**config.mk**
```make
export PLATFORM = sky130hd
export DESIGN_NAME = serial_addsub_unit
export DESIGN_NICKNAME = d
export VERILOG_FILES = /design/src/rtl/serial_addsub_unit_pkg.sv /design/src/rtl/serial_addsub_unit_adder.sv /design/src/rtl/serial_addsub_unit.sv
export SDC_FILE = /design/constraint.sdc
export NUM_CORES = 1
export LEC_CHECK = 0
export CAP_MARGIN = 20
export CORE_AREA = 2 2 86 88
export DETAILED_ROUTE_END_ITERATION = 6
export DIE_AREA = 0 0 88 90
export PLACE_DENSITY_LB_ADDON = 0.3
export SYNTH_ARGS = -nofsm -noshare
export SYNTH_HDL_FRONTEND = slang
export SYNTH_HIERARCHICAL = 1
export SYNTH_SLANG_ARGS = --single-unit
```
**constraint.sdc**
```tcl
create_clock -name clk -period 4.57 [get_ports clk]
set_input_delay 0.457 -clock clk [delete_from_list [all_inputs] [get_ports clk]]
set_output_delay 0.457 -clock clk [all_outputs]
set_load 0.02 [all_outputs]
```
**src/rtl/serial_addsub_unit_pkg.sv**
```systemverilog
// Shared types and elaboration helpers for the digit-serial adder/subtractor.
package serial_addsub_unit_pkg;

  typedef enum logic [1:0] {
    IDLE = 2'd0,
    RUN  = 2'd1,
    DONE = 2'd2
  } state_e;

  function automatic bit width_ok(input int w, input int d);
    return (d >= 1) && (d <= w) && ((w % d) == 0);
  endfunction

endpackage

```
**src/rtl/serial_addsub_unit_adder.sv**
```systemverilog
// DIGIT-bit ripple slice built from full adders; also exposes the carry
// into its top bit so the caller can derive signed overflow.
module full_adder (
  input  logic a_i,
  input  logic b_i,
  input  logic ci_i,
  output logic s_o,
  output logic co_o
);

  assign s_o  = a_i ^ b_i ^ ci_i;
  assign co_o = (a_i & b_i) | (ci_i & (a_i ^ b_i));

endmodule

module ripple_digit_adder #(
  parameter int DIGIT = 4
) (
  input  logic [DIGIT-1:0] a_i,
  input  logic [DIGIT-1:0] b_i,
  input  logic             cin_i,
  output logic [DIGIT-1:0] sum_o,
  output logic             cout_o,
  output logic             ctop_o
);

  logic [DIGIT:0] c;

  assign c[0] = cin_i;

  for (genvar i = 0; i < DIGIT; i++) begin : g_fa
    full_adder u_fa (
      .a_i  (a_i[i]),
      .b_i  (b_i[i]),
      .ci_i (c[i]),
      .s_o  (sum_o[i]),
      .co_o (c[i+1])
    );
  end

  assign cout_o = c[DIGIT];
  assign ctop_o = c[DIGIT-1];

endmodule

```
**src/rtl/serial_addsub_unit.sv**
```systemverilog
// Digit-serial adder/subtractor: WIDTH bits in WIDTH/DIGIT cycles through
// one ripple slice, with valid/ready handshakes on both sides.
module serial_addsub_unit
  import serial_addsub_unit_pkg::*;
#(
  parameter int WIDTH = 16,
  parameter int DIGIT = 4
) (
  input  logic             clk,
  input  logic             rst_n,
  input  logic             in_valid,
  output logic             in_ready,
  input  logic [WIDTH-1:0] x,
  input  logic [WIDTH-1:0] y,
  input  logic             sub,
  output logic             out_valid,
  input  logic             out_ready,
  output logic [WIDTH-1:0] z,
  output logic             carry,
  output logic             overflow
);

  localparam int N  = WIDTH / DIGIT;
  localparam int CW = (N > 1) ? $clog2(N) : 1;

  if (!width_ok(WIDTH, DIGIT)) begin : g_bad_cfg
    $error("WIDTH must be a positive multiple of DIGIT");
  end

  state_e           state_q;
  logic [WIDTH-1:0] xa_q;
  logic [WIDTH-1:0] yb_q;
  logic [WIDTH-1:0] z_sh_q;
  logic [WIDTH-1:0] z_q;
  logic [CW-1:0]    cnt_q;
  logic             c_q;
  logic             carry_q;
  logic             ovf_q;
  logic             in_ready_q;
  logic             out_valid_q;

  logic [DIGIT-1:0]       sum;
  logic                   cout;
  logic                   ctop;
  logic                   last;
  logic [WIDTH+DIGIT-1:0] zcat;
  logic [WIDTH-1:0]       z_sh_d;
  logic [WIDTH-1:0]       xa_d;
  logic [WIDTH-1:0]       yb_d;

  ripple_digit_adder #(
    .DIGIT (DIGIT)
  ) u_slice (
    .a_i    (xa_q[DIGIT-1:0]),
    .b_i    (yb_q[DIGIT-1:0]),
    .cin_i  (c_q),
    .sum_o  (sum),
    .cout_o (cout),
    .ctop_o (ctop)
  );

  // Sum digits enter at the MSB end; after N shifts the LSB digit lands at bit 0.
  assign zcat   = {sum, z_sh_q};
  assign z_sh_d = zcat[WIDTH+DIGIT-1:DIGIT];
  assign xa_d   = xa_q >> DIGIT;
  assign yb_d   = yb_q >> DIGIT;
  assign last   = (cnt_q == CW'(N - 1));

  always_ff @(posedge clk or negedge rst_n) begin
    if (!rst_n) begin
      state_q     <= IDLE;
      xa_q        <= '0;
      yb_q        <= '0;
      z_sh_q      <= '0;
      z_q         <= '0;
      cnt_q       <= '0;
      c_q         <= 1'b0;
      carry_q     <= 1'b0;
      ovf_q       <= 1'b0;
      in_ready_q  <= 1'b1;
      out_valid_q <= 1'b0;
    end else begin
      unique case (state_q)
        IDLE: begin
          if (in_valid) begin
            xa_q       <= x;
            yb_q       <= sub ? ~y : y;
            c_q        <= sub;
            cnt_q      <= '0;
            in_ready_q <= 1'b0;
            state_q    <= RUN;
          end
        end
        RUN: begin
          xa_q   <= xa_d;
          yb_q   <= yb_d;
          z_sh_q <= z_sh_d;
          c_q    <= cout;
          cnt_q  <= cnt_q + CW'(1);
          if (last) begin
            z_q         <= z_sh_d;
            carry_q     <= cout;
            ovf_q       <= ctop ^ cout;
            out_valid_q <= 1'b1;
            state_q     <= DONE;
          end
        end
        DONE: begin
          if (out_ready) begin
            out_valid_q <= 1'b0;
            in_ready_q  <= 1'b1;
            state_q     <= IDLE;
          end
        end
        default: begin
          state_q     <= IDLE;
          in_ready_q  <= 1'b1;
          out_valid_q <= 1'b0;
        end
      endcase
    end
  end

  assign in_ready  = in_ready_q;
  assign out_valid = out_valid_q;
  assign z         = z_q;
  assign carry     = carry_q;
  assign overflow  = ovf_q;

endmodule

```
# Word level (Yosys, flattened, before mapping)
# Cells that the tools add are included.
# op_classes
n_eq_ne,6
n_addsub,1
div_mod_pow,0
mul,0
reduce_logical,7
n_bitwise,24
n_shift,0
n_lt_le_gt_ge,0
n_mux,19
# op_table
op,n
case mux 16 bit (2 select lines),2
2-to-1 mux 16 bit,3
NOT 16 bit,1
AND reduction 3 bit,3
bitwise XOR 1 bit,9
bitwise AND 1 bit,8
2-to-1 mux 2 bit,4
!= test 2 bit (second input constant),3
case mux 1 bit (3 select lines),2
case mux 2 bit (3 select lines),1
2-to-1 mux 1 bit,5
== test 2 bit (second input constant),2
bitwise OR 1 bit,4
case mux 2 bit (2 select lines),1
AND reduction 2 bit,2
adder 2 x 1 -> 2 bit (second input constant),1
== test 2 x 1 -> 1 bit (second input constant),1
zero test 2 bit,1
NOT 1 bit,2
case mux 1 bit (2 select lines),1
nonzero test 2 bit,1
# word_totals
inputBits,37
mem_bits_ro,0
output_inout_bits,20
regBits,73
elab_cells,68
latchBits,0
mem_bits_rw,0
mem_count,0

# Longest topological paths before layout
# depth
ltp_word,10
mapped_depth,6
depth_no_buf,6

# Cells and area by module
# Netlist, hierarchy kept.
# modules_own_cells
mod,area_per_inst_um2,seq_area_each_um2,n_inst,cells_each
serial_addsub_unit,3017.9,1727.9,1,251
full_adder,20.0,0.0,4,1

# Worst setup path before layout
# OpenSTA, ideal clock, no wires.
# synth_path
path_kind,reg-to-reg
start,reg xa_q[0]
end,reg z_sh_q[15]
path_stages_with_launch,6
setup_time_ps,125
setup_slack_ps,2132
required_ps,4445
path_buffers,0
synth_period_minus_slack_ps,2438
arrival_time_ps,2313
path_cell_list,dfrtp_1 fa_1 fa_1 fa_1 fa_1 mux2_2
# synth_via
elab_chain_cells,8
word_cells_on_any_way,9
cone_classes,9 x bitwise
# synth_lines
element,line,source
"start, declared",serial_addsub_unit.sv:31,logic [WIDTH-1:0] xa_q;
"start signal, assigned",serial_addsub_unit.sv:72,xa_q <= '0;
"start signal, assigned",serial_addsub_unit.sv:86,xa_q <= x;
"start signal, assigned",serial_addsub_unit.sv:95,xa_q <= xa_d;
bitwise XOR 1 bit,serial_addsub_unit_adder.sv:12,assign co_o = (a_i & b_i) | (ci_i & (a_i ^ b_i));
bitwise AND 1 bit,serial_addsub_unit_adder.sv:12,
bitwise OR 1 bit *,serial_addsub_unit_adder.sv:12,
via u_slice.c[1],serial_addsub_unit_adder.sv:27,logic [DIGIT:0] c;
bitwise AND 1 bit *,serial_addsub_unit_adder.sv:12,
bitwise OR 1 bit *,serial_addsub_unit_adder.sv:12,
via u_slice.c[2],serial_addsub_unit_adder.sv:27,
bitwise AND 1 bit *,serial_addsub_unit_adder.sv:12,
bitwise OR 1 bit *,serial_addsub_unit_adder.sv:12,
via ctop,serial_addsub_unit.sv:44,logic ctop;
bitwise XOR 1 bit *,serial_addsub_unit_adder.sv:11,assign s_o = a_i ^ b_i ^ ci_i;
via sum[3],serial_addsub_unit.sv:42,logic [DIGIT-1:0] sum;
"end signal, assigned",serial_addsub_unit.sv:97,z_sh_q <= z_sh_d;
"end, declared",serial_addsub_unit.sv:33,logic [WIDTH-1:0] z_sh_q;
# Mark *: on every way through the listed nets, which the timed path passes. The rest lies on a longest branch.
# A chain may end at the register's enable or synchronous reset.

# Worst setup path after layout
# layout_path
start,reg xa_q[0]
end,reg c_q
# layout_via
elab_chain_cells,10
word_cells_on_any_way,11
cone_classes,1 x mux; 10 x bitwise
# layout_lines
element,line,source
bitwise XOR 1 bit,serial_addsub_unit_adder.sv:12,
bitwise AND 1 bit,serial_addsub_unit_adder.sv:12,
bitwise OR 1 bit *,serial_addsub_unit_adder.sv:12,
via u_slice.c[1],serial_addsub_unit_adder.sv:27,
bitwise AND 1 bit *,serial_addsub_unit_adder.sv:12,
bitwise OR 1 bit *,serial_addsub_unit_adder.sv:12,
via u_slice.c[2],serial_addsub_unit_adder.sv:27,
bitwise AND 1 bit *,serial_addsub_unit_adder.sv:12,
bitwise OR 1 bit *,serial_addsub_unit_adder.sv:12,
via ctop,serial_addsub_unit.sv:44,
bitwise AND 1 bit *,serial_addsub_unit_adder.sv:12,
bitwise OR 1 bit *,serial_addsub_unit_adder.sv:12,
via cout,serial_addsub_unit.sv:43,logic cout;
case mux 1 bit (2 select lines) *,serial_addsub_unit.sv:83,unique case (state_q)
"end signal, assigned",serial_addsub_unit.sv:88,c_q <= sub;
"end signal, assigned",serial_addsub_unit.sv:98,c_q <= cout;
"end, declared",serial_addsub_unit.sv:36,logic c_q;
# Marked as above.

==> results_dict.tcl <==
set metrics [dict create \
    synth_enable_flop_cells 0 \
    timing.fmax_mhz 392.4 \
    globalRouteOverflowTotal 0 \
    ys_seq_area_frac 0.5578 \
    dieWidth_um 88 \
    finalClockSkew_ns 0.005888 \
    rrSetupSlack_ns 2.02 \
    power_frac_seq 0.421 \
    cts_buffers 9 \
    clk_latency_ns 0.34 \
    crit_arrival_ns 2.73 \
    fillers 632 \
    synth_cell_type_count 31 \
    antenna-diode-count 0 \
    place_hpwl_mm 3.939 \
    h-tree-depth 3 \
    synth_area_per_cell_um2 12.15 \
    tightestPinTransition_ns 1.020 \
    cts.sinks 69 \
    power_frac_comb 0.395 \
    timing.final.crit_period_ns 2.548 \
    p_leak_nw 1.629 \
    clkPwrFrac 0.184 \
    routed_wl_mm 5.931 \
    root_buffer "clkbuf_8" \
    status "complete, no violations" \
    wl_met3_um 227 \
    clk_path_buf_depth 2 \
    wl_met1_mm 2.857 \
    ys_seq_elements 69 \
    placed_area_um2 3710 \
    setup_viol 0 \
    drive_above_1_share 0.1768 \
    post_cts_resize_count 0 \
    synthToLayoutAreaGrowth_pct 25.93 \
    critPathLaunchType "register" \
    synth_top_area_frac 0.5493 \
    vias_per_cell 5.107 \
    p_int_mw 1.709 \
    synth_commonest_cells "dfrtp_1, mux2_2, nand2_1" \
    cts_tree "yes" \
    drv_cap 0 \
    synthArstFlopShare 1.000 \
    hold_path_class "input pin to async pin" \
    nets 348 \
    syn-cell-area_um2 3098 \
    synth_cells 255 \
    ant_nets 0 \
    grt_pass1_wl_mm 10.23 \
    fp.dieH_um 90 \
    cts-hold-fix-buffers 0 \
    hold_violations 0 \
    setup_tns_ns 0 \
    grt_antenna_before_repair 0 \
    syn_nets 297 \
    period_share 0.5577 \
    clk_pin_slew_worst_paths_ns 0.07 \
    max-vdd-ir-drop_v 0.0003342 \
    initial_core_util 0.4413 \
    synth_most_common_cell "dfrtp_1" \
    rsz0062_at_grt "false" \
    switching_share 0.3481 \
    met2WireLength_mm 2.715 \
    core.rowCount 31 \
    avgRoutedWirePerCell_um 14.47 \
    report.final.slew_viol_count 0 \
    ios 57 \
    synth_top_flop_cell "dfrtp_1" \
    cp-end-kind "register" \
    postCtsSetupBuffers 0 \
    post-route-drc-count 0 \
    synth_top_area_cell "dfrtp_1" \
    synthTopCellsByArea "dfrtp_1, mux2_2, xnor2_1" \
    path_max_fanout 3 \
    drt_iter0_drc 79 \
    required_ns 4.75 \
    maxUsedRoutingLayer "met4" \
    port_buffers 56 \
    postLayoutCellArea_um2 3901 \
    critical_path_class "register to register" \
    place.gp.congestion 0.7588 \
    dieArea_um2 7920 \
    grt_max_degree 70 \
    firstDrtPassIters 4 \
    maxSlewHeadroom 0.3167 \
    switchingPower_uw 912.4 \
    dr_total_vias 2094 \
    powerDensity_nw_per_um2 671.9 \
    ys_warn_count 6 \
    grt_pass1_vias 2109 \
    coreArea_um2 7020 \
    grtUsageTotal 0.1664 \
]
## stage by stage
stage / utilization / power, mW / worst slack (ns) / hold slack, ns / cells
after floorplan: - / 1.796 / 2.132 / 0.1614 / 255
final: 0.5557 / 2.621 / 2.022 / 0.3150 / 410
after detailed placement: 0.5284 / 2.167 / 2.037 / 0.4704 / 394
after CTS: 0.5557 / 2.653 / 2.015 / 0.3430 / 410
after global routing: 0.5557 / 2.816 / 1.884 / 0.3980 / 410
after global placement: 0.5284 / 2.121 / 2.074 / 0.4611 / 394
## placed cells by master (no fill, tap or decap), types with 8 or more instances in the layout
cell and instances:
nor2b_1 8, nand2_1 20, clkdlybuf4s50_1 55, a22oi_1 17, dfrtp_1 68, o21ai_0 17
clkbuf_8 10, mux2_2 30, a21oi_1 8, xnor2_1 16, nor2_1 8
## worst max-delay path: stages, from the launching register on
cell	delay, ns
dfrtp_1	0.41
fa_1	0.45
fa_1	0.39
fa_1	0.43
fa_1	0.44
a22oi_1	0.17
o21ai_0	0.10
## power by group through the flow
stage | sequential (mW) | clock (mW) | combinational (mW)
after floorplan | 1.13 | 0 | 0.665
after global placement | 1.11 | 0 | 1.01
after detailed placement | 1.12 | 0 | 1.05
after CTS | 1.11 | 0.494 | 1.05
after global routing | 1.15 | 0.520 | 1.15
final | 1.10 | 0.483 | 1.04
## state kept, by name, summed over array words and instances (netlist names)
name       cells
xa_q          16
z             16
carry          1
yb_q          16
overflow       1
cnt_q          2
out_valid      1
z_sh_q        12
in_ready       1
c_q            1
state_q        2
## worst paths after layout
| kind | to | start | cells after the start |
|---|---|---|---|
| setup / recovery | c_q$_DFFE_PN0P_ | xa_q[0]$_DFFE_PN0P_ | 6 |
| min in group clk | xa_q[9]$_DFFE_PN0P_ | xa_q[9]$_DFFE_PN0P_ | 2 |
| setup reg to reg | c_q$_DFFE_PN0P_ | xa_q[0]$_DFFE_PN0P_ | 6 |
| hold / removal | z[0]$_DFFE_PN0P_ | rst_n | 2 |
| hold reg to reg | xa_q[9]$_DFFE_PN0P_ | xa_q[9]$_DFFE_PN0P_ | 2 |
| max in group asynchronous | z[10]$_DFFE_PN0P_ | rst_n | 2 |
## kinds of logic after synthesis
kind of cell | Yosys count | share of synthesized area
buffers and inverters | 25 | 0.03837
AOI/OAI and AO/OA | 68 | 0.1551
and+or+nand+nor | 41 | 0.06180
xor gates and xnor gates | 17 | 0.04806
DFF | 69 | 0.5578
adders and majority gates | 5 | 0.02989
muxes | 30 | 0.1090
## final cells by class
type,instances,area (um2),share of cell area
Clock buffer,11,141.4,0.03624
Clock inverter,5,50.05,0.01283
Inverter,5,18.77,0.004811
Multi-Input combinational cell,161,1254,0.3214
Sequential cell,69,1728,0.4429
Tap cell,99,123.9,0.03175
Timing Repair Buffer,60,585.6,0.1501
## routing by layer
layer | track usage | vias up
met1 | 0.2350 | 1019
met3 | 0.03306 | 11
met4 | 0.08590 | 0
li1 | - | 1008
met2 | 0.2412 | 56
met5 | 0 | -
(Power assumes the default switching activity.)
